## src/rtl/signed_div_unit_if.sv

```systemverilog
// Divide handshake between the control unit (master) and the divider (slave).
// Operands come in from the A/B registers; quotient/remainder go out to LO/HI.
interface signed_div_unit_if #(
    parameter int WIDTH = 32
);
    logic             start;
    logic [WIDTH-1:0] dividend;
    logic [WIDTH-1:0] divisor;
    logic             busy;
    logic             done;
    logic             div0;
    logic [WIDTH-1:0] hi;
    logic [WIDTH-1:0] lo;

    modport master (
        output start, dividend, divisor,
        input  busy, done, div0, hi, lo
    );

    modport slave (
        input  start, dividend, divisor,
        output busy, done, div0, hi, lo
    );
endinterface

```

## src/rtl/signed_div_unit.sv

```systemverilog
// Iterative radix-2 restoring signed divider with MIPS div semantics:
// quotient truncates toward zero, remainder carries the dividend's sign.
// One quotient bit per cycle on operand magnitudes; signs fixed up at the end.
module signed_div_unit #(
    parameter int WIDTH = 32,
    parameter int CNT_W = 6
) (
    input  logic             clock,
    input  logic             reset,
    signed_div_unit_if.slave bus
);

    typedef enum logic [1:0] {IDLE, RUN, FIX, DONE} state_t;

    localparam logic [CNT_W-1:0] LAST_ITER = CNT_W'(WIDTH - 1);

    state_t           state_q;
    logic [WIDTH:0]   rem_q;       // partial remainder, one guard bit for the trial subtract
    logic [WIDTH-1:0] quo_q;       // dividend magnitude shifting out, quotient shifting in
    logic [WIDTH-1:0] dvs_q;       // divisor magnitude
    logic [CNT_W-1:0] count_q;
    logic             sign_quo_q;  // quotient must be negated
    logic             sign_rem_q;  // remainder must be negated
    logic             zero_q;      // divisor-zero operation in flight
    logic [WIDTH-1:0] hi_q;
    logic [WIDTH-1:0] lo_q;
    logic             busy_q;
    logic             done_q;
    logic             div0_q;

    logic [WIDTH-1:0] dvd_mag;
    logic [WIDTH-1:0] dvs_mag;
    logic [2*WIDTH:0] pair_shift;
    logic [WIDTH:0]   trial;
    logic [WIDTH:0]   rem_d;
    logic [WIDTH-1:0] quo_d;
    logic [WIDTH-1:0] hi_d;
    logic [WIDTH-1:0] lo_d;

    // Magnitudes, one restoring step, and the sign fix-up of the final result.
    always_comb begin
        // NOTE: every comb output gets a value on every path, so no latch is inferred.
        // The most negative value negates to itself, which read as unsigned is exactly 2^(WIDTH-1).
        dvd_mag    = bus.dividend[WIDTH-1] ? -bus.dividend : bus.dividend;
        dvs_mag    = bus.divisor[WIDTH-1]  ? -bus.divisor  : bus.divisor;

        pair_shift = {rem_q, quo_q} << 1;
        trial      = pair_shift[2*WIDTH:WIDTH] - {1'b0, dvs_q};
        if (!trial[WIDTH]) begin
            rem_d = trial;
            quo_d = {pair_shift[WIDTH-1:1], 1'b1};
        end else begin
            rem_d = pair_shift[2*WIDTH:WIDTH];
            quo_d = {pair_shift[WIDTH-1:1], 1'b0};
        end

        // Negating a zero magnitude yields zero, so there is no negative-zero case.
        lo_d = sign_quo_q ? -quo_q : quo_q;
        hi_d = sign_rem_q ? -rem_q[WIDTH-1:0] : rem_q[WIDTH-1:0];
    end

    // Control FSM and datapath registers; all handshake outputs are registered.
    always_ff @(posedge clock or negedge reset) begin
        if (!reset) begin
            state_q    <= IDLE;
            rem_q      <= '0;
            quo_q      <= '0;
            dvs_q      <= '0;
            count_q    <= '0;
            sign_quo_q <= 1'b0;
            sign_rem_q <= 1'b0;
            zero_q     <= 1'b0;
            hi_q       <= '0;
            lo_q       <= '0;
            busy_q     <= 1'b0;
            done_q     <= 1'b0;
            div0_q     <= 1'b0;
        end else begin
            // NOTE: non-blocking assignments so every register samples pre-edge values.
            case (state_q)
                IDLE: begin
                    done_q <= 1'b0;
                    div0_q <= 1'b0;
                    if (bus.start) begin
                        busy_q <= 1'b1;
                        if (bus.divisor == '0) begin
                            // Pass through FIX without touching HI/LO so div0 lands with done.
                            zero_q  <= 1'b1;
                            state_q <= FIX;
                        end else begin
                            zero_q     <= 1'b0;
                            sign_quo_q <= bus.dividend[WIDTH-1] ^ bus.divisor[WIDTH-1];
                            sign_rem_q <= bus.dividend[WIDTH-1];
                            quo_q      <= dvd_mag;
                            dvs_q      <= dvs_mag;
                            rem_q      <= '0;
                            count_q    <= '0;
                            state_q    <= RUN;
                        end
                    end
                end
                RUN: begin
                    rem_q   <= rem_d;
                    quo_q   <= quo_d;
                    count_q <= count_q + 1'b1;
                    if (count_q == LAST_ITER) begin
                        state_q <= FIX;
                    end
                end
                FIX: begin
                    if (!zero_q) begin
                        hi_q <= hi_d;
                        lo_q <= lo_d;
                    end
                    div0_q  <= zero_q;
                    done_q  <= 1'b1;
                    state_q <= DONE;
                end
                DONE: begin
                    done_q  <= 1'b0;
                    div0_q  <= 1'b0;
                    zero_q  <= 1'b0;
                    busy_q  <= 1'b0;
                    state_q <= IDLE;
                end
                default: begin
                    state_q <= IDLE;
                end
            endcase
        end
    end

    assign bus.busy = busy_q;
    assign bus.done = done_q;
    assign bus.div0 = div0_q;
    assign bus.hi   = hi_q;
    assign bus.lo   = lo_q;

endmodule
```

## src/flat_wrapper.sv

```systemverilog
// flat-port wrapper written by rule: the top's interface ports become plain ports
module signed_div_unit_flat 
#(
    parameter int WIDTH = 32,
    parameter int CNT_W = 6
)
  (clock, reset, bus_start, bus_dividend, bus_divisor, bus_busy, bus_done, bus_div0, bus_hi, bus_lo);
  signed_div_unit_if #(.WIDTH(WIDTH)) bus_i ();
  input  logic clock;
  input  logic reset;
  input wire logic [$bits(bus_i.start)-1:0] bus_start;
  input wire logic [$bits(bus_i.dividend)-1:0] bus_dividend;
  input wire logic [$bits(bus_i.divisor)-1:0] bus_divisor;
  output wire logic [$bits(bus_i.busy)-1:0] bus_busy;
  output wire logic [$bits(bus_i.done)-1:0] bus_done;
  output wire logic [$bits(bus_i.div0)-1:0] bus_div0;
  output wire logic [$bits(bus_i.hi)-1:0] bus_hi;
  output wire logic [$bits(bus_i.lo)-1:0] bus_lo;
  assign bus_i.start = bus_start;
  assign bus_i.dividend = bus_dividend;
  assign bus_i.divisor = bus_divisor;
  assign bus_busy = bus_i.busy;
  assign bus_done = bus_i.done;
  assign bus_div0 = bus_i.div0;
  assign bus_hi = bus_i.hi;
  assign bus_lo = bus_i.lo;
  signed_div_unit #(.WIDTH(WIDTH), .CNT_W(CNT_W)) u_core (.clock(clock), .reset(reset), .bus(bus_i));
endmodule
```

## config.mk

```make
export PLATFORM = sky130hd
export DESIGN_NAME = signed_div_unit_flat
export DESIGN_NICKNAME = d
export VERILOG_FILES = /design/src/rtl/signed_div_unit_if.sv /design/src/rtl/signed_div_unit.sv /design/src/flat_wrapper.sv
export SDC_FILE = /design/constraint.sdc
export NUM_CORES = 1
export LEC_CHECK = 0
export CAP_MARGIN = 0
export CORE_UTILIZATION = 50
export DETAILED_ROUTE_END_ITERATION = 6
export PLACE_DENSITY = 0.75
export SYNTH_ARGS = -nofsm -noshare
export SYNTH_HDL_FRONTEND = slang
export SYNTH_SLANG_ARGS = --single-unit
```

## constraint.sdc

```tcl
create_clock -name clock -period 3.4 [get_ports clock]
set_input_delay 0.68 -clock clock [delete_from_list [all_inputs] [get_ports clock]]
set_output_delay 0.68 -clock clock [all_outputs]
set_load 0.01 [all_outputs]
```

Word-level counts from Yosys, hierarchy flattened
Cells that the tools add are included.

storage, ports and cells
  flip-flop bits (word level) = 174
  input bits = 67
  output and inout port bits = 67

cells by class
  add/subtract/negate cells = 6
  eq/ne operators = 7
  muxes and demuxes = 26
  bitwise operators = 3
  reduce and logical (&&, ||, !) cells = 11

operators with widths
  cell                                                 count
  two-way mux 32 bit                                   9
  negator 32 bit                                       4
  one-hot mux 32 bit (2 select lines)                  2
  subtractor 33 x 32 -> 33 bit                         1
  logical NOT 32 bit                                   1
  two-way mux 6 bit                                    2
  one-hot mux 6 bit (2 select lines)                   1
  one-hot mux 1 bit (2 select lines)                   4
  one-hot mux 2 bit (4 select lines)                   1
  adder 6 x 1 -> 6 bit, second input constant          1
  equality test 6 x 5 -> 1 bit, second input constant  1
  two-way mux 2 bit                                    3
  AND reduction 2 bit                                  3
  AND reduction 3 bit                                  2
  nonzero test 2 bit                                   3
  equality test 2 bit, second input constant           2
  two-way mux 1 bit                                    4
  != test 2 bit, second input constant                 2
  equality test 2 x 1 -> 1 bit, second input constant  1
  logical NOT 2 bit                                    1
  != test 2 x 1 -> 1 bit, second input constant        1
  inverter 1 bit                                       2
  OR reduction 2 bit                                   1
  bitwise XOR 1 bit                                    1

Longest topological paths before layout
  depth in word-level cells = 5
  gate-level depth with buffers = 16

Least setup slack after synthesis
Ideal clock, no wire load.

  kind = flip-flop to flip-flop
  start point = register u_core.rem_q[4]
  end point = register u_core.rem_q[18]
  library setup time = 126 ps
  arrival = 3472 ps
  required time = 3274 ps
  slack = -198 ps
  stages on the path, launching flop included = 15
  period minus slack after synthesis = 3598 ps
  cell sequence = dfrtp_1 -> ha_1 -> nand2_1 -> or4b_1 -> o22ai_2 -> o2111ai_1 -> a31oi_2 -> o21ai_2 -> a311o_1 -> a311o_1 -> buf_2 -> and2_0 -> clkbuf_1 -> buf_2 -> a221o_1

between the ends
  longest elaborated chain between the ends = 3

RTL lines
  element                              RTL line                RTL
  from (decl)                          signed_div_unit.sv:18   logic [WIDTH:0] rem_q;
  from (signal assigned)               signed_div_unit.sv:103  rem_q <= rem_d;
  subtractor 33 x 32 -> 33 bit         signed_div_unit.sv:48   trial = pair_shift[2*WIDTH:WIDTH] - {1'b0, dvs_q};
  two-way mux 32 bit                   signed_div_unit.sv:49   if (!trial[WIDTH]) begin
  one-hot mux 32 bit (2 select lines)  signed_div_unit.sv:80   case (state_q)

Every way passes these cells.
A chain may end at the register's enable or synchronous reset.

Worst setup path in the final report
  start point = register u_core.rem_q[4]
  end point = register u_core.rem_q[20]

The elaborated chain is that of the path after synthesis.

==> flow_summary.ini <==
[run_status]
run_status = finished, violations left
violations = setup timing

[sta]
drv_slew = 0
setup_violations = 17
fin_worst_skew_ns = 0.007674
setup_slack_ns = -0.09215
max_slew.worst_pin.slew_ns = 1.161
min_period_ns = 3.492
timing.fmax_ghz = 0.2864
slew_headroom_pct = 22.63
post-route-period-util_pct = 102.7
rsz0062_at_grt = yes
final-hold-violation-count = 0

[synth]
yosys.area_share.adder_pct = 4.727
synth_mux_area_share_pct = 2.667
avgSynthCellArea_um2 = 8.581
ys.flop_type = dfrtp_1
synth_compound_area_share_pct = 22.48
synth_simple_gate_area_share_pct = 16.36
syn_area_um2 = 11540
yosysSeqAreaShare_pct = 37.73
ys_seq_elements = 174
syn_nets = 1455
synth.distinct_cells = 70
synthArstFlopShare_pct = 100.0
postSynthCellCount = 1345
yosys.area_share.xor_xnor_pct = 11.31
yosysWarnings = 0
synth_edf_count = 0
synth_top_family_by_area = compound AO/OA/AOI/OAI gates

[critical_path]
critical_path_arrival_ns = 3.79
worstPathRequired_ns = 3.70
critPathMaxFanout = 8
end_kind = flip-flop
criticalPathCategory = reg -> reg
startpoint_type = flip-flop

[grt]
grt_pass1_vias = 10410
antenna_found_initial = 0
grtUsageTotal_pct = 27.61
grt_max_degree = 105
grt_pass1_wl_um = 52780
gr-total-overflow = 0

[power_and_ir_drop]
power_mw = 11.65
cellPowerDensity_nw_per_um2 = 751.8
p_leak_nw = 6.742
peakVddDrop_uv = 483.6

[clock_network]
cts.sinks = 174
cts_tree = done
cts_buffers = 17
clock_latency_ns = 0.44
cts_buffer_depth = 2
htreeDepth = 4
root_buffer = clkbuf_16
path_clk_slew_ns = 0.07

[job]
drv_cap = 0

[min_path]
holdCritPathClass = in -> async

[finish]
diodes = 0
fillers = 1701
finalNonFillerCells = 1899
nets = 1711
synthToLayoutAreaGrowth_pct = 34.28
drive_gt1_share_pct = 19.45

[floorplanning]
die_h_um = 153.9
rows = 55
core_area_um2 = 22640
initial_core_util_pct = 50.98
die_area_um2 = 23690
die_width_um = 153.9
boundaryPins = 134

[placed_design]
numPortBuffers = 133
gp_congestion = 0.9169
dp_hpwl_um = 22710
dp_cells = 1836
place_ws_ns = -0.6135

[route]
via_per_inst = 5.997
drcViolationCount = 0
first_pass_iters = 7
finalWirelength_um = 33780
ant_nets = 0
wl_per_cell_um = 17.79
via_count = 11390
drt-initial-drc-count = 1076
[stage by stage]
step / utilization [%] / area [um2] / TNS [ns] / hold WS (ns)
detailed placement: 62.75 / 14210 / -51.84 / 0.4696
global route: 68.45 / 15500 / -2.458 / 0.2799
CTS: 66.63 / 15090 / -0.5570 / 0.2564
floorplan: - / 11570 / -2.521 / 0.3844
global placement: 62.75 / 14210 / -46.03 / 0.4607
finish: 68.45 / 15500 / -0.4273 / 0.2234
[placed cells by master (no fill, tap or decap), types with 6 or more instances in the layout]
| cell | Yosys | routed |
|---|---|---|
| buf_6 | 3 | 12 |
| nand4_1 | 14 | 14 |
| clkbuf_16 | 0 | 21 |
| mux2i_1 | 6 | 6 |
| a21oi_2 | 0 | 6 |
| or2_2 | 6 | 6 |
| nor3_1 | 11 | 9 |
| o21ai_0 | 133 | 130 |
| nor2b_1 | 8 | 8 |
| nand2b_1 | 12 | 10 |
| nand2_1 | 203 | 199 |
| o31ai_2 | 0 | 6 |
| clkdlybuf4s50_1 | 0 | 120 |
| or3_1 | 19 | 15 |
| ha_1 | 42 | 39 |
| mux2_2 | 22 | 22 |
| o21ai_1 | 5 | 6 |
| or4_4 | 2 | 6 |
| inv_1 | 53 | 48 |
| xnor2_1 | 64 | 64 |
| a21oi_1 | 86 | 80 |
| a221o_1 | 17 | 17 |
| buf_4 | 0 | 152 |
| o41ai_1 | 18 | 15 |
| a21o_1 | 13 | 13 |
| o31ai_1 | 36 | 30 |
| buf_12 | 0 | 11 |
| dfrtp_1 | 174 | 172 |
| nand3_1 | 13 | 13 |
| xor2_1 | 85 | 85 |
| o211ai_1 | 15 | 15 |
| nor2_1 | 69 | 69 |
| o22ai_1 | 48 | 48 |
| or4_1 | 23 | 19 |
[power by group]
| part | internal, mW | total, mW | leakage (nW) | switching (mW) |
|---|---|---|---|---|
| clock network | 1.17 | 2.07 | 0.291 | 0.902 |
| logic | 2.81 | 6.09 | 4.27 | 3.28 |
| registers | 2.80 | 3.49 | 2.18 | 0.687 |
[layer usage]
metal / vias up / track usage (%) / share of wire (%) / wire, um
met2: 551 / 41.71 / 45 / 15180
li1: 5366 / - / - / -
met5: - / 0 / 0 / 0
met3: 77 / 3.833 / 8.1 / 2723
met4: 0 / 9.286 / 2.6 / 874
met1: 5395 / 40.54 / 44 / 15010
[cells in the mapped netlist, types with 19 or more instances]
cell | instances | area share, %
nand2_1 | 203 | 6.6
dfrtp_1 | 174 | 38
o21ai_0 | 133 | 5.8
a21oi_1 | 86 | 3.7
xor2_1 | 85 | 6.5
nor2_1 | 69 | 2.2
xnor2_1 | 64 | 4.9
clkbuf_1 | 57 | 1.9
inv_1 | 53 | 1.7
o22ai_1 | 48 | 2.6
ha_1 | 42 | 4.6
o31ai_1 | 36 | 2.3
or4_1 | 23 | 1.5
mux2_2 | 22 | 2.1
or3_1 | 19 | 1.0
[state kept, by name, indices dropped and copies added, names as in the netlist]
| name | count |
|---|---|
| u_core.zero_q | 1 |
| u_core.bus.done | 1 |
| u_core.bus.hi | 32 |
| u_core.state_q | 2 |
| u_core.bus.div0 | 1 |
| u_core.rem_q | 32 |
| u_core.quo_q | 32 |
| u_core.dvs_q | 32 |
| u_core.bus.lo | 32 |
| u_core.count_q | 6 |
| u_core.bus.busy | 1 |
| u_core.sign_quo_q | 1 |
| u_core.sign_rem_q | 1 |
[final timing paths]
path	from	end	slack, ns	depth (start not counted)
worst max-delay path	u_core.rem_q[4]$_DFFE_PN0P_	u_core.rem_q[20]$_DFFE_PN0P_	-0.09	12
worst min-delay path	reset	u_core.bus.lo[14]$_DFFE_PN0P_	0.22	1
worst max register to register	u_core.rem_q[4]$_DFFE_PN0P_	u_core.rem_q[20]$_DFFE_PN0P_	-0.09	12
worst min register to register	u_core.bus.lo[27]$_DFFE_PN0P_	u_core.bus.lo[27]$_DFFE_PN0P_	0.47	2
max in group asynchronous	reset	u_core.dvs_q[0]$_DFFE_PN0P_	2.41	2
min in group clock	u_core.bus.lo[27]$_DFFE_PN0P_	u_core.bus.lo[27]$_DFFE_PN0P_	0.47	2
[layout make-up]
cell class	count	area [um2]	share of cell area, %
Timing Repair Buffer	315	2997	19.34
Sequential cell	174	4357	28.11
Inverter	53	198.9	1.284
Clock inverter	14	180.2	1.163
Clock buffer	18	429.2	2.769
Tap cell	285	356.6	2.301
Multi-Input combinational cell	1040	6979	45.03
[critical path: stages (launching register included)]
cell and delay [ns]:
dfrtp_2 0.44, ha_4 0.23, nand2_2 0.07, or4b_4 0.47, o22ai_4 0.22, o2111ai_4 0.16
a31oi_4 0.27, o21ai_4 0.09, a311o_1 0.33, a311o_1 0.36, and2_4 0.22, buf_12 0.14
a221o_1 0.35
[what timing repair did]
action	CTS	global route
pin swaps	24	29
hold buffers	0	0
gates cloned	7	8
gates resized for setup	48	51
setup endpoints to repair	81	75
buffers inserted	8	8
hold endpoints to repair	0	0
[kinds of logic after synthesis]
logic type	after synthesis
DFF	174
AOI/OAI and AO/OA	412
and+or+nand+nor	404
adders and majority gates	43
muxes	28
buffers and inverters	135
xor gates and xnor gates	149
(Power assumes the default switching activity.)
